$ cat src/rtl/alu_pkg.sv
// Shared definitions for the serial ALU responder and its test environment.
// Holds the opcode, status and frame-type enums, the FSM state types, the
// error-bit indices of the error response, and the two CRC helpers used to
// protect the request command and the OK response command.
package alu_pkg;

  localparam int FRAME_BITS = 11;  // start, type, payload[7:0], stop

  typedef enum logic [2:0] {
    OP_AND = 3'b000,
    OP_OR  = 3'b001,
    OP_ADD = 3'b100,
    OP_SUB = 3'b101
  } alu_op_t;

  typedef enum logic [1:0] {
    ST_OK,
    ST_ERR_DATA,
    ST_ERR_CRC,
    ST_ERR_OP
  } status_t;

  typedef enum logic {
    FT_DATA = 1'b0,
    FT_CMD  = 1'b1
  } frame_type_t;

  typedef enum logic {
    RX_IDLE,
    RX_SHIFT
  } rx_state_t;

  typedef enum logic {
    TX_IDLE,
    TX_SEND
  } tx_state_t;

  // Bit positions inside one 3-bit half of the error field; the 6-bit field
  // is the same half repeated twice.
  localparam int ERR_DATA = 2;
  localparam int ERR_CRC  = 1;
  localparam int ERR_OP   = 0;

  // CRC-4, poly x^4+x+1, init 0, data consumed MSB first.
  function automatic logic [3:0] get_CRC4_d68(input logic [67:0] d);
    logic [3:0] crc;
    logic       fb;
    crc = 4'h0;
    for (int i = 67; i >= 0; i--) begin
      fb  = crc[3] ^ d[i];
      crc = {crc[2:0], 1'b0} ^ (fb ? 4'b0011 : 4'b0000);
    end
    return crc;
  endfunction

  // CRC-3, poly x^3+x+1, init 0, data consumed MSB first.
  function automatic logic [2:0] get_CRC3_d37(input logic [36:0] d);
    logic [2:0] crc;
    logic       fb;
    crc = 3'h0;
    for (int i = 36; i >= 0; i--) begin
      fb  = crc[2] ^ d[i];
      crc = {crc[1:0], 1'b0} ^ (fb ? 3'b011 : 3'b000);
    end
    return crc;
  endfunction

endpackage

$ cat src/rtl/alu_frame_rx.sv
// 11-bit frame deserialiser.
// Waits in RX_IDLE for a low start bit, then shifts type + payload (9 bits,
// MSB first) and samples the stop bit. On the stop-bit edge it pulses
// o_valid for one clock; o_type/o_payload/o_stop_err stay stable until the
// next frame starts shifting. Returns to RX_IDLE on the stop-bit edge so a
// following start bit on the very next clock is accepted.
// Ports:
//   i_clk, i_rst  clock, synchronous active-high reset
//   i_sin         serial line, idle high
//   o_valid       one-clock pulse after a complete frame
//   o_type        frame type bit
//   o_payload     8-bit payload
//   o_stop_err    stop bit of that frame was 0
//   o_state       current FSM state (debug)
module alu_frame_rx
  import alu_pkg::*;
(
  input  logic        i_clk,
  input  logic        i_rst,
  input  logic        i_sin,
  output logic        o_valid,
  output frame_type_t o_type,
  output logic [7:0]  o_payload,
  output logic        o_stop_err,
  output rx_state_t   o_state
);

  // Bit counter value at which the stop bit is on the line.
  localparam logic [3:0] STOP_IDX = 4'd9;

  rx_state_t  r_state;
  rx_state_t  w_state_nxt;
  logic [3:0] r_bit_cnt;
  logic [8:0] r_shift;
  logic       r_valid;
  logic       r_stop_err;

  always_comb begin
    w_state_nxt = r_state;
    case (r_state)
      RX_IDLE:  if (!i_sin) w_state_nxt = RX_SHIFT;
      RX_SHIFT: if (r_bit_cnt == STOP_IDX) w_state_nxt = RX_IDLE;
      default:  w_state_nxt = RX_IDLE;
    endcase
  end

  always_ff @(posedge i_clk) begin
    if (i_rst) begin
      r_state    <= RX_IDLE;
      r_bit_cnt  <= '0;
      r_shift    <= '0;
      r_valid    <= 1'b0;
      r_stop_err <= 1'b0;
    end else begin
      r_state <= w_state_nxt;
      r_valid <= 1'b0;
      if (r_state == RX_SHIFT) begin
        if (r_bit_cnt == STOP_IDX) begin
          r_valid    <= 1'b1;
          r_stop_err <= ~i_sin;
          r_bit_cnt  <= '0;
        end else begin
          r_shift   <= {r_shift[7:0], i_sin};
          r_bit_cnt <= r_bit_cnt + 4'd1;
        end
      end
    end
  end

  assign o_valid    = r_valid;
  assign o_type     = frame_type_t'(r_shift[8]);
  assign o_payload  = r_shift[7:0];
  assign o_stop_err = r_stop_err;
  assign o_state    = r_state;

endmodule

$ cat src/rtl/alu_serial_responder.sv
// Serial ALU responder.
// Collects DATA frames (B then A, MSB byte first) into a 64-bit buffer,
// evaluates on the CMD frame, and answers on sout with either RES_FRAMES
// DATA frames of C plus a CMD status frame, or a single CMD error frame.
// Handshake: there is no back-pressure. A CMD frame whose stop bit is
// sampled at edge N is evaluated at edge N+1 (r_eval high for one clock)
// and the response start bit appears on sout after edge N+2. The peer must
// not complete a new request while a response is still being sent.
// Ports:
//   clk, rst  clock, synchronous active-high reset
//   sin       request line, idle high, 1 bit/clk
//   sout      response line, idle high, 1 bit/clk
//   busy      high from the first start bit of a request until the last
//             stop bit of its response
module alu_serial_responder
  import alu_pkg::*;
#(
  parameter int DATA_FRAMES = 8,  // B and A are 32 bits each, so this stays 8
  parameter int RES_FRAMES  = 4
) (
  input  logic clk,
  input  logic rst,
  input  logic sin,
  output logic sout,
  output logic busy
);

  localparam logic [3:0] CNT_FULL = 4'(DATA_FRAMES);
  localparam logic [3:0] CNT_SAT  = 4'(DATA_FRAMES + 1);
  localparam logic [2:0] LAST_OK  = 3'(RES_FRAMES);
  localparam logic [3:0] LAST_BIT = 4'(FRAME_BITS - 1);

  // Receive side
  logic        w_rx_valid;
  frame_type_t w_rx_type;
  logic [7:0]  w_rx_payload;
  logic        w_rx_stop_err;
  rx_state_t   w_rx_state;

  alu_frame_rx u_rx (
    .i_clk      (clk),
    .i_rst      (rst),
    .i_sin      (sin),
    .o_valid    (w_rx_valid),
    .o_type     (w_rx_type),
    .o_payload  (w_rx_payload),
    .o_stop_err (w_rx_stop_err),
    .o_state    (w_rx_state)
  );

  // Request assembly
  logic [63:0] r_buf;
  logic [3:0]  r_cnt;     // saturates one above DATA_FRAMES
  logic        r_poison;  // a frame of this request had a bad stop bit

  // Evaluation (combinational, only consumed on a CMD valid pulse)
  logic [31:0] w_b;
  logic [31:0] w_a;
  logic [2:0]  w_op;
  logic        w_crc_ok;
  logic        w_op_ok;
  logic        w_err_data;
  logic [32:0] w_res33;
  logic        w_ovf;
  logic [3:0]  w_flags;
  status_t     w_status;
  logic [2:0]  w_err3;
  logic [5:0]  w_err6;
  logic [7:0]  w_err_cmd;
  logic [7:0]  w_ok_cmd;
  logic        w_unused_bit;

  assign w_b          = r_buf[63:32];
  assign w_a          = r_buf[31:0];
  assign w_op         = w_rx_payload[6:4];
  assign w_crc_ok     = (get_CRC4_d68({w_b, w_a, 1'b1, w_op}) == w_rx_payload[3:0]);
  // A bad stop on the CMD frame itself also poisons the request.
  assign w_err_data   = r_poison | w_rx_stop_err | (r_cnt != CNT_FULL);
  assign w_unused_bit = w_rx_payload[7];

  always_comb begin
    w_res33 = '0;
    w_ovf   = 1'b0;
    w_op_ok = 1'b1;
    case (w_op)
      OP_AND: w_res33 = {1'b0, w_b & w_a};
      OP_OR:  w_res33 = {1'b0, w_b | w_a};
      OP_ADD: begin
        w_res33 = {1'b0, w_b} + {1'b0, w_a};
        w_ovf   = (w_a[31] == w_b[31]) && (w_res33[31] != w_a[31]);
      end
      OP_SUB: begin
        // bit 32 of the 33-bit difference is the borrow
        w_res33 = {1'b0, w_b} - {1'b0, w_a};
        w_ovf   = (w_b[31] != w_a[31]) && (w_res33[31] != w_b[31]);
      end
      default: w_op_ok = 1'b0;
    endcase
  end

  assign w_flags  = {w_res33[32], w_ovf, (w_res33[31:0] == 32'd0), w_res33[31]};
  assign w_ok_cmd = {1'b0, w_flags, get_CRC3_d37({w_res33[31:0], 1'b0, w_flags})};

  always_comb begin
    w_status = ST_OK;
    if (w_err_data)     w_status = ST_ERR_DATA;
    else if (!w_crc_ok) w_status = ST_ERR_CRC;
    else if (!w_op_ok)  w_status = ST_ERR_OP;
  end

  always_comb begin
    w_err3 = '0;
    case (w_status)
      ST_ERR_DATA: w_err3[ERR_DATA] = 1'b1;
      ST_ERR_CRC:  w_err3[ERR_CRC]  = 1'b1;
      ST_ERR_OP:   w_err3[ERR_OP]   = 1'b1;
      default:     w_err3 = '0;
    endcase
  end

  assign w_err6    = {w_err3, w_err3};
  assign w_err_cmd = {1'b1, w_err6, ^{1'b1, w_err6}};

  // Response registers, latched in the EVAL clock
  logic        r_eval;
  logic        r_is_err;
  logic [31:0] r_res_c;
  logic [7:0]  r_res_cmd;

  always_ff @(posedge clk) begin
    if (rst) begin
      r_buf     <= '0;
      r_cnt     <= '0;
      r_poison  <= 1'b0;
      r_eval    <= 1'b0;
      r_is_err  <= 1'b0;
      r_res_c   <= '0;
      r_res_cmd <= '0;
    end else begin
      r_eval <= 1'b0;
      if (w_rx_valid) begin
        if (w_rx_type == FT_DATA) begin
          r_buf <= {r_buf[55:0], w_rx_payload};
          if (r_cnt != CNT_SAT) r_cnt <= r_cnt + 4'd1;
          if (w_rx_stop_err) r_poison <= 1'b1;
        end else begin
          r_eval    <= 1'b1;
          r_is_err  <= (w_status != ST_OK);
          r_res_c   <= w_res33[31:0];
          r_res_cmd <= (w_status != ST_OK) ? w_err_cmd : w_ok_cmd;
          r_buf     <= '0;
          r_cnt     <= '0;
          r_poison  <= 1'b0;
        end
      end
    end
  end

  // Transmit side
  tx_state_t   r_tx_state;
  tx_state_t   w_tx_state_nxt;
  logic [2:0]  r_frame_idx;
  logic [2:0]  w_frame_idx_nxt;
  logic [3:0]  r_bit_idx;
  logic [3:0]  w_bit_idx_nxt;
  logic [2:0]  w_last_frame;
  logic [31:0] w_c_shift;
  frame_type_t w_tx_type;
  logic [7:0]  w_tx_payload;
  logic [10:0] w_tx_frame;

  assign w_last_frame = r_is_err ? 3'd0 : LAST_OK;

  always_comb begin
    w_tx_state_nxt  = r_tx_state;
    w_frame_idx_nxt = r_frame_idx;
    w_bit_idx_nxt   = r_bit_idx;
    if (r_eval) begin
      // A fresh result always restarts the response from its first frame.
      w_tx_state_nxt  = TX_SEND;
      w_frame_idx_nxt = '0;
      w_bit_idx_nxt   = '0;
    end else if (r_tx_state == TX_SEND) begin
      if (r_bit_idx == LAST_BIT) begin
        w_bit_idx_nxt = '0;
        if (r_frame_idx == w_last_frame) begin
          w_tx_state_nxt  = TX_IDLE;
          w_frame_idx_nxt = '0;
        end else begin
          w_frame_idx_nxt = r_frame_idx + 3'd1;
        end
      end else begin
        w_bit_idx_nxt = r_bit_idx + 4'd1;
      end
    end
  end

  always_ff @(posedge clk) begin
    if (rst) begin
      r_tx_state  <= TX_IDLE;
      r_frame_idx <= '0;
      r_bit_idx   <= '0;
    end else begin
      r_tx_state  <= w_tx_state_nxt;
      r_frame_idx <= w_frame_idx_nxt;
      r_bit_idx   <= w_bit_idx_nxt;
    end
  end

  always_comb begin
    // Left-shifting by whole bytes puts the byte of the current frame on top.
    w_c_shift = r_res_c << {r_frame_idx, 3'b000};
    if (!r_is_err && (r_frame_idx < LAST_OK)) begin
      w_tx_type    = FT_DATA;
      w_tx_payload = w_c_shift[31:24];
    end else begin
      w_tx_type    = FT_CMD;
      w_tx_payload = r_res_cmd;
    end
    w_tx_frame = {1'b0, w_tx_type, w_tx_payload, 1'b1};
  end

  assign sout = (r_tx_state == TX_SEND) ? w_tx_frame[LAST_BIT - r_bit_idx] : 1'b1;

  assign busy = (w_rx_state != RX_IDLE) | w_rx_valid | (r_cnt != 4'd0) | r_poison |
                r_eval | (r_tx_state != TX_IDLE);

  // Requests are far longer than responses, so an evaluation can only
  // collide with an ongoing response if the peer breaks the protocol.
  a_no_eval_during_tx: assert property (@(posedge clk) disable iff (rst)
    !(r_eval && (r_tx_state == TX_SEND)));

endmodule
$ cat config.mk
export PLATFORM = sky130hd
export DESIGN_NAME = alu_serial_responder
export DESIGN_NICKNAME = d
export VERILOG_FILES = /design/src/rtl/alu_pkg.sv /design/src/rtl/alu_frame_rx.sv /design/src/rtl/alu_serial_responder.sv
export SDC_FILE = /design/constraint.sdc
export NUM_CORES = 1
export LEC_CHECK = 0
export BUFFER_PORTS_ARGS = -buffer_cell sky130_fd_sc_hd__clkbuf_2
export CORE_ASPECT_RATIO = 0.8
export CORE_MARGIN = 2
export CORE_UTILIZATION = 30
export CTS_CLUSTER_SIZE = 10
export DETAILED_ROUTE_END_ITERATION = 12
export PLACE_DENSITY = 0.51
export SLEW_MARGIN = 20
export SYNTH_ARGS = -nofsm -noshare
export SYNTH_HDL_FRONTEND = slang
export SYNTH_SLANG_ARGS = --single-unit
$ cat constraint.sdc
create_clock -name clk -period 8.2 [get_ports clk]
set_clock_uncertainty 0.05 [all_clocks]
set_input_delay 0 -clock clk [delete_from_list [all_inputs] [get_ports clk]]
set_output_delay 0 -clock clk [all_outputs]
set_load 0.02 [all_outputs]
==> impl_metrics.py, run 1 <==
metrics = {
    "outcome": {
        "status": "finished, final reports clean",
    },
    "critical_path": {
        "arrival_ps": 6860,
        "path_cells": "inv_1 > ha_1 > nor2_1 > nand2_1 > nor3_1 > nand3_1 > a2111o_1 > a21oi_1 > o31ai_1 > nor4b_1 > or3_1 > xor2_1 > a221oi_1 > ha_1 > nand2_1 > nor3_1 > o2111ai_1 > nor4_1 > nand4_1 > nor4b_1 > a31oi_1 > xnor3_1 > mux2_2 > o21ai_1",
        "critPathKind": "reg -> reg",
        "cp_slowest_cell": "a221oi_1",
        "required_ps": 8510,
        "cp_slowest_stage_delay_ps": 560,
        "cp_max_fo": 10,
        "critPathCaptureType": "flip-flop",
        "worstSetupStartpointType": "flip-flop",
    },
    "timing": {
        "drv_slew": 0,
        "finalSetupViolations": 0,
        "clock.fmax_mhz": 153,
        "min_period_ps": 6550,
        "finalHoldViolCount": 0,
        "tightest_slew_ps": 1160,
        "tns_ps": 0,
        "rsz0062_at_grt": "false",
        "slew_headroom": 0.224,
        "post-route-period-util": 0.799,
    },
    "global_route": {
        "grt_pass1_vias": 9966,
        "gr-usage-all-layers": 0.199,
        "antenna_found_initial": 1,
        "grt.overflow.total": 0,
        "grt_pass1_wl_um": 63800,
        "grt_max_degree": 95,
    },
    "synth": {
        "ys_seq_area_frac": 0.220,
        "ys.flop_type": "dfxtp_1",
        "synth_cells": 1501,
        "synth-edff-count": 0,
        "yosysWarnings": 0,
        "synth-seq-cells": 134,
        "synth.avg_cell_area_um2": 8.12,
        "ys_types": 88,
        "synth_nets": 1617,
        "netlist_area_um2": 12200,
        "ys_async_sr_fraction": 0,
    },
    "clock_tree": {
        "cts_buffers": 17,
        "root_buffer": "clkbuf_16",
        "clk_pin_slew_ps": 70,
        "ctsLongestPathBuffers": 2,
        "worstSkewPairLatency_ps": 440,
        "cts_tree": "built",
        "clock_sinks": 134,
        "cts_htree_levels": 4,
    },
    "floorplanning": {
        "coreArea_um2": 40400,
        "die_x_um": 229,
        "initial_core_util": 0.302,
        "rows": 66,
        "die-height_um": 184,
        "dieArea_um2": 42300,
        "ios": 5,
    },
    "routing": {
        "drc": 0,
        "wl_per_cell_um": 21.0,
        "dr_total_vias": 10922,
        "postRouteAntennaNets": 0,
        "drt_iter0_markers": 1161,
        "firstDrtPassIters": 5,
        "wl_um": 42100,
        "viasPerCell": 5.44,
    },
    "placement": {
        "place_congestion": 0.938,
        "dpl.hpwl_um": 32100,
        "placed_area_um2": 12700,
        "io_buffer_count": 4,
    },
    "final_layout": {
        "fin_nets": 1566,
        "drive_gt1_frac": 0.0677,
        "antenna_cells": 0,
        "final_cell_area_um2": 13300,
        "area_growth_pct": 9.22,
    },
    "power": {
        "ir_drop_mv": 0.137,
        "powerDensity_nw_per_um2": 113,
        "leakage_nw": 4.91,
    },
    "hold_path": {
        "hp-class": "in -> reg",
    },
    "run": {
        "drv_cap": 0,
    },
}
## Yosys cell counts (8+ instances only)
cell	n	area, um2
a2111oi_0	11	96.3
inv_1	105	394
dfxtp_1	134	2680
a211oi_1	42	315
nor2_1	190	713
ha_1	111	1390
xnor2_1	101	885
xor2_1	20	175
o31a_1	8	70.1
o211ai_1	12	90.1
mux4_2	10	225
nand4_1	14	87.6
nor3_1	46	230
a21oi_1	105	526
a221oi_1	8	70.1
nor2b_1	19	119
clkbuf_1	74	278
o21ai_0	38	190
nor4_1	8	50.1
a21o_1	12	90.1
o31ai_1	9	67.6
mux2i_1	21	210
nand3_1	22	110
a22oi_1	47	353
buf_1	10	37.5
and2_1	11	68.8
or3_1	27	169
a31oi_1	19	119
nand2_1	97	364
xnor3_1	24	541
## through the flow
step,power (W),utilization,hold WS [ps],setup slack [ps],instances
finish,0.00150,0.330,340,1650,2007
global route,0.00154,0.330,403,1000,2007
CTS,0.00152,0.330,339,1760,2007
detailed placement,0.000697,0.314,235,1810,1973
global placement,0.000697,0.313,224,1860,1972
floorplan,0.000690,-,45.7,2680,1501
## what timing repair did
| action | 4_1_cts | 5_1_grt |
|---|---|---|
| endpoints found under the setup margin | 0 | 0 |
| resized for setup | 0 | 0 |
| hold endpoints to repair | 31 | 0 |
| hold buffers | 2 | 0 |
| setup buffers | 0 | 0 |
## kinds of logic (layout without fill, tap and decap cells)
| logic type | Yosys count | after routing | synth area share |
|---|---|---|---|
| and+or+nand+nor | 471 | 471 | 0.181 |
| AOI/OAI and AO/OA | 391 | 391 | 0.224 |
| buffers and inverters | 199 | 161 | 0.0629 |
| xor gates and xnor gates | 160 | 160 | 0.157 |
| DFF | 134 | 134 | 0.220 |
| adders and majority gates | 113 | 113 | 0.117 |
| muxes | 33 | 33 | 0.0376 |
## power breakdown
group	switching [W]	internal [W]
combinational	0.0000188	0.00000771
clock	0.000330	0.000492
sequential	0.00000336	0.000653
## area by class of cell
| cell class | instances | area (um2) |
|---|---|---|
| well taps | 544 | 681 |
| fillers | 4231 | 27100 |
| multi-input cells | 1168 | 8750 |
| clock buffers | 19 | 443 |
| flip-flops and latches | 134 | 2680 |
| clock inverters | 13 | 171 |
| inverters | 106 | 398 |
| repair buffers | 23 | 183 |
## critical path, delay by kind of cell, from the launching register on
kind | cells | cell delay [ps]
DFF | 1 | 540
AOI/OAI and AO/OA | 7 | 1730
and+or+nand+nor | 11 | 2560
muxes | 1 | 280
xor gates and xnor gates | 2 | 530
adders and majority gates | 2 | 680
buffers and inverters | 1 | 80
## worst paths after layout
kind	slack, ps	to	depth (start not counted)	start
setup / recovery	1650	r_res_cmd[1]	24	r_buf[52]
hold / removal	340	u_rx.r_shift[0]	4	sin
setup reg to reg	1650	r_res_cmd[1]	24	r_buf[52]
hold reg to reg	410	r_res_c[3]	2	r_res_c[3]
## flip-flops by register name, summed over array words and instances (netlist names)
name,count
r_bit_idx,4
r_res_cmd,7
r_cnt,4
u_rx.r_bit_cnt,4
r_res_c,32
r_poison,1
u_rx.o_state,1
r_buf,64
u_rx.o_valid,1
u_rx.o_stop_err,1
r_tx_state,1
r_frame_idx,3
r_eval,1
u_rx.r_shift,9
r_is_err,1
## cell usage in the layout (no fill, tap or decap), types with 22 or more instances in the layout
cell type  Yosys  final
nor2_1       190    189
dfxtp_1      134    133
ha_1         111    111
a21oi_1      105    105
inv_1        105    104
xnor2_1      101    101
nand2_1       97     97
a22oi_1       47     47
nor3_1        46     45
a211oi_1      42     42
o21ai_0       38     38
or3_1         27     27
xnor3_1       24     24
nand3_1       22     22
## per-layer routing
layer,track usage,wire length [um]
met4,0.0421,595
met1,0.297,21200
met5,0,0
met2,0.286,17100
met3,0.0469,3180
No activity file was read; power rests on OpenSTA's default activity.
==> inputs of run 2 (changes only) <==
--- a/config.mk
+++ b/config.mk
@@ -11,7 +11,7 @@
 export CORE_UTILIZATION = 30
 export CTS_CLUSTER_SIZE = 10
 export DETAILED_ROUTE_END_ITERATION = 12
-export PLACE_DENSITY = 0.51
+export PLACE_DENSITY = 0.52
 export SLEW_MARGIN = 20
 export SYNTH_ARGS = -nofsm -noshare
 export SYNTH_HDL_FRONTEND = slang
==> constraint.sdc (replaced) <==
create_clock -name clk -period 5.3 [get_ports clk]
set_clock_uncertainty 0.05 [all_clocks]
set_input_delay 0 -clock clk [delete_from_list [all_inputs] [get_ports clk]]
set_output_delay 0 -clock clk [all_outputs]
set_load 0.02 [all_outputs]
==> impl_metrics.py, run 2 (synthesized netlist as in run 1, its figures left out) <==
metrics = {
    "run": {
        "drv_cap": 0,
    },
    "hold_path": {
        "hp-class": "in -> reg",
        "min_path_cells": 4,
    },
    "power": {
        "share_seq_of_total_power": 0.452,
        "intPower_w": 0.00165,
        "p_clk_frac": 0.530,
        "p_comb_frac": 0.019,
        "leakage_nw": 5.97,
        "powerDensity_nw_per_um2": 149,
        "ir_drop_mv": 0.204,
        "p_sw_frac": 0.264,
        "p_sw_w": 0.000594,
    },
    "clock_tree": {
        "clk_pin_slew_ps": 70,
        "cts_tree": "built",
        "clock_sinks": 134,
        "cts_htree_levels": 4,
        "cts_buffers": 17,
        "root_buffer": "clkbuf_16",
        "worstSkewPairLatency_ps": 460,
        "ctsLongestPathBuffers": 2,
    },
    "final_layout": {
        "drive_gt1_frac": 0.203,
        "largest_reg_flops": 64,
        "antenna_cells": 0,
        "largestRegisters": "r_buf x64, r_res_c x32, u_rx.r_shift x9",
        "layout_commonest_cell": "buf_4",
        "area_growth_pct": 23.3,
        "fin_nets": 1772,
        "largest_register": "r_buf",
        "utilization": 0.372,
        "most-common-layout-cells": "buf_4, nor2_1, dfxtp_1",
    },
    "timing": {
        "slew_headroom": 0.290,
        "fin_ws_ps": -170,
        "clock.fmax_mhz": 183,
        "rsz0062_at_grt": "true",
        "tightest_slew_ps": 1070,
        "finalSetupViolations": 2,
        "tns_ps": -197,
        "drv_slew": 0,
        "post-route-period-util": 1.03,
        "finalHoldViolCount": 0,
        "min_period_ps": 5470,
    },
    "placement": {
        "dpl.hpwl_um": 36500,
        "io_buffer_count": 4,
        "place_congestion": 0.926,
        "pre_cts_ws_ps": -474,
    },
    "global_route": {
        "grt.overflow.total": 0,
        "gr-usage-all-layers": 0.222,
        "grt_pass1_wl_um": 70900,
        "grt_pass1_vias": 11263,
        "antenna_found_initial": 0,
        "grt_max_degree": 86,
    },
    "critical_path": {
        "worstSetupStartpointType": "flip-flop",
        "required_ps": 5640,
        "critPathKind": "reg -> reg",
        "arrival_ps": 5810,
        "reg2reg_depth": 27,
        "critPathCaptureType": "flip-flop",
        "cp_max_fo": 2,
    },
    "outcome": {
        "status": "finished with violations",
        "violations": "setup timing",
    },
    "floorplanning": {
        "dieArea_um2": 42300,
        "initial_core_util": 0.302,
        "ios": 5,
        "coreArea_um2": 40400,
        "rows": 66,
        "die_x_um": 229,
        "die-height_um": 184,
    },
    "routing": {
        "firstDrtPassIters": 5,
        "viasPerCell": 5.31,
        "dr_total_vias": 11753,
        "wl_per_cell_um": 21.1,
        "drc": 0,
        "drt_iter0_markers": 1203,
        "postRouteAntennaNets": 0,
        "wl_um": 46600,
    },
}
run 2: changes by cell type in the layout (fill, tap and decap cells not counted), sizes merged:
| cell | previous run | this run |
|---|---|---|
| clkbuf | 22 | 21 |
| clkinvlp | 1 | 2 |
| clkinv | 6 | 5 |
| bufinv | 3 | 0 |
| buf | 18 | 224 |
| inv | 109 | 113 |
run 2: worst paths after layout:
kind / startpoint / to / slack, ps
worst max-delay path: r_buf[32] / r_res_cmd[1] / -170
worst min-delay path: sin / u_rx.r_shift[0] / 320
worst max register to register: r_buf[32] / r_res_cmd[1] / -170
worst min register to register: r_res_cmd[4] / r_res_cmd[4] / 410
run 2: layout make-up:
| cell class | instances | area [um2] |
|---|---|---|
| flip-flops and latches | 134 | 2690 |
| repair buffers | 229 | 1720 |
| fillers | 4133 | 25300 |
| clock buffers | 18 | 439 |
| clock inverters | 14 | 133 |
| well taps | 544 | 681 |
| inverters | 106 | 398 |
| multi-input cells | 1168 | 8970 |
run 2: metrics by stage:
stage	cell area (um2)	std cells	hold slack [ps]	power (W)
after floorplan	12200	1501	45.7	0.00107
after global placement	14200	2169	231	0.00108
after detailed placement	14200	2169	237	0.00108
after CTS	14900	2208	316	0.00227
after global routing	15000	2213	344	0.00232
final	15000	2213	319	0.00225
run 2: worst max-delay path: stages (launching register included):
cell and delay [ps]:
dfxtp_2 350, inv_2 50, ha_4 150, inv_2 50, fa_2 190, nor2b_4 150, o211ai_1 130, a211o_1 370
nand2_2 140, nand3_4 90, a2111o_1 410, a21oi_2 160, o31ai_2 80, nor4b_2 160, or3_1 330, xor2_1 170
a221oi_2 280, ha_2 230, nand2_2 50, nor3_2 130, o2111ai_2 150, nor4_2 290, nand4_1 140, nor4b_2 300
a31oi_1 140, xnor3_1 270, mux2_4 310, o21ai_2 100
run 2: per-layer routing:
metal | up-vias | global-route usage | wire length, um | part of all wire
li1 | 5634 | - | - | -
met1 | 5640 | 0.318 | 22600 | 0.49
met2 | 410 | 0.335 | 19500 | 0.42
met3 | 69 | 0.0507 | 3430 | 0.074
met4 | 0 | 0.0556 | 1020 | 0.022
met5 | - | 0 | 0 | 0
run 2: timing repair:
action | 4_1_cts | 5_1_grt
endpoints found under the hold margin | 15 | 0
endpoints found under the setup margin | 3 | 3
cloned | 0 | 0
pin swaps | 27 | 31
hold buffers | 2 | 0
resized for setup | 22 | 18
setup buffers | 5 | 5
run 2: power groups by stage:
| stage | clock (W) | combinational [W] | sequential [W] |
|---|---|---|---|
| after detailed placement | 0 | 0.0000404 | 0.00104 |
| after CTS | 0.00121 | 0.0000418 | 0.00102 |
| after floorplan | 0 | 0.0000320 | 0.00104 |
| final | 0.00119 | 0.0000417 | 0.00102 |
| after global routing | 0.00126 | 0.0000454 | 0.00102 |
| after global placement | 0 | 0.0000401 | 0.00104 |
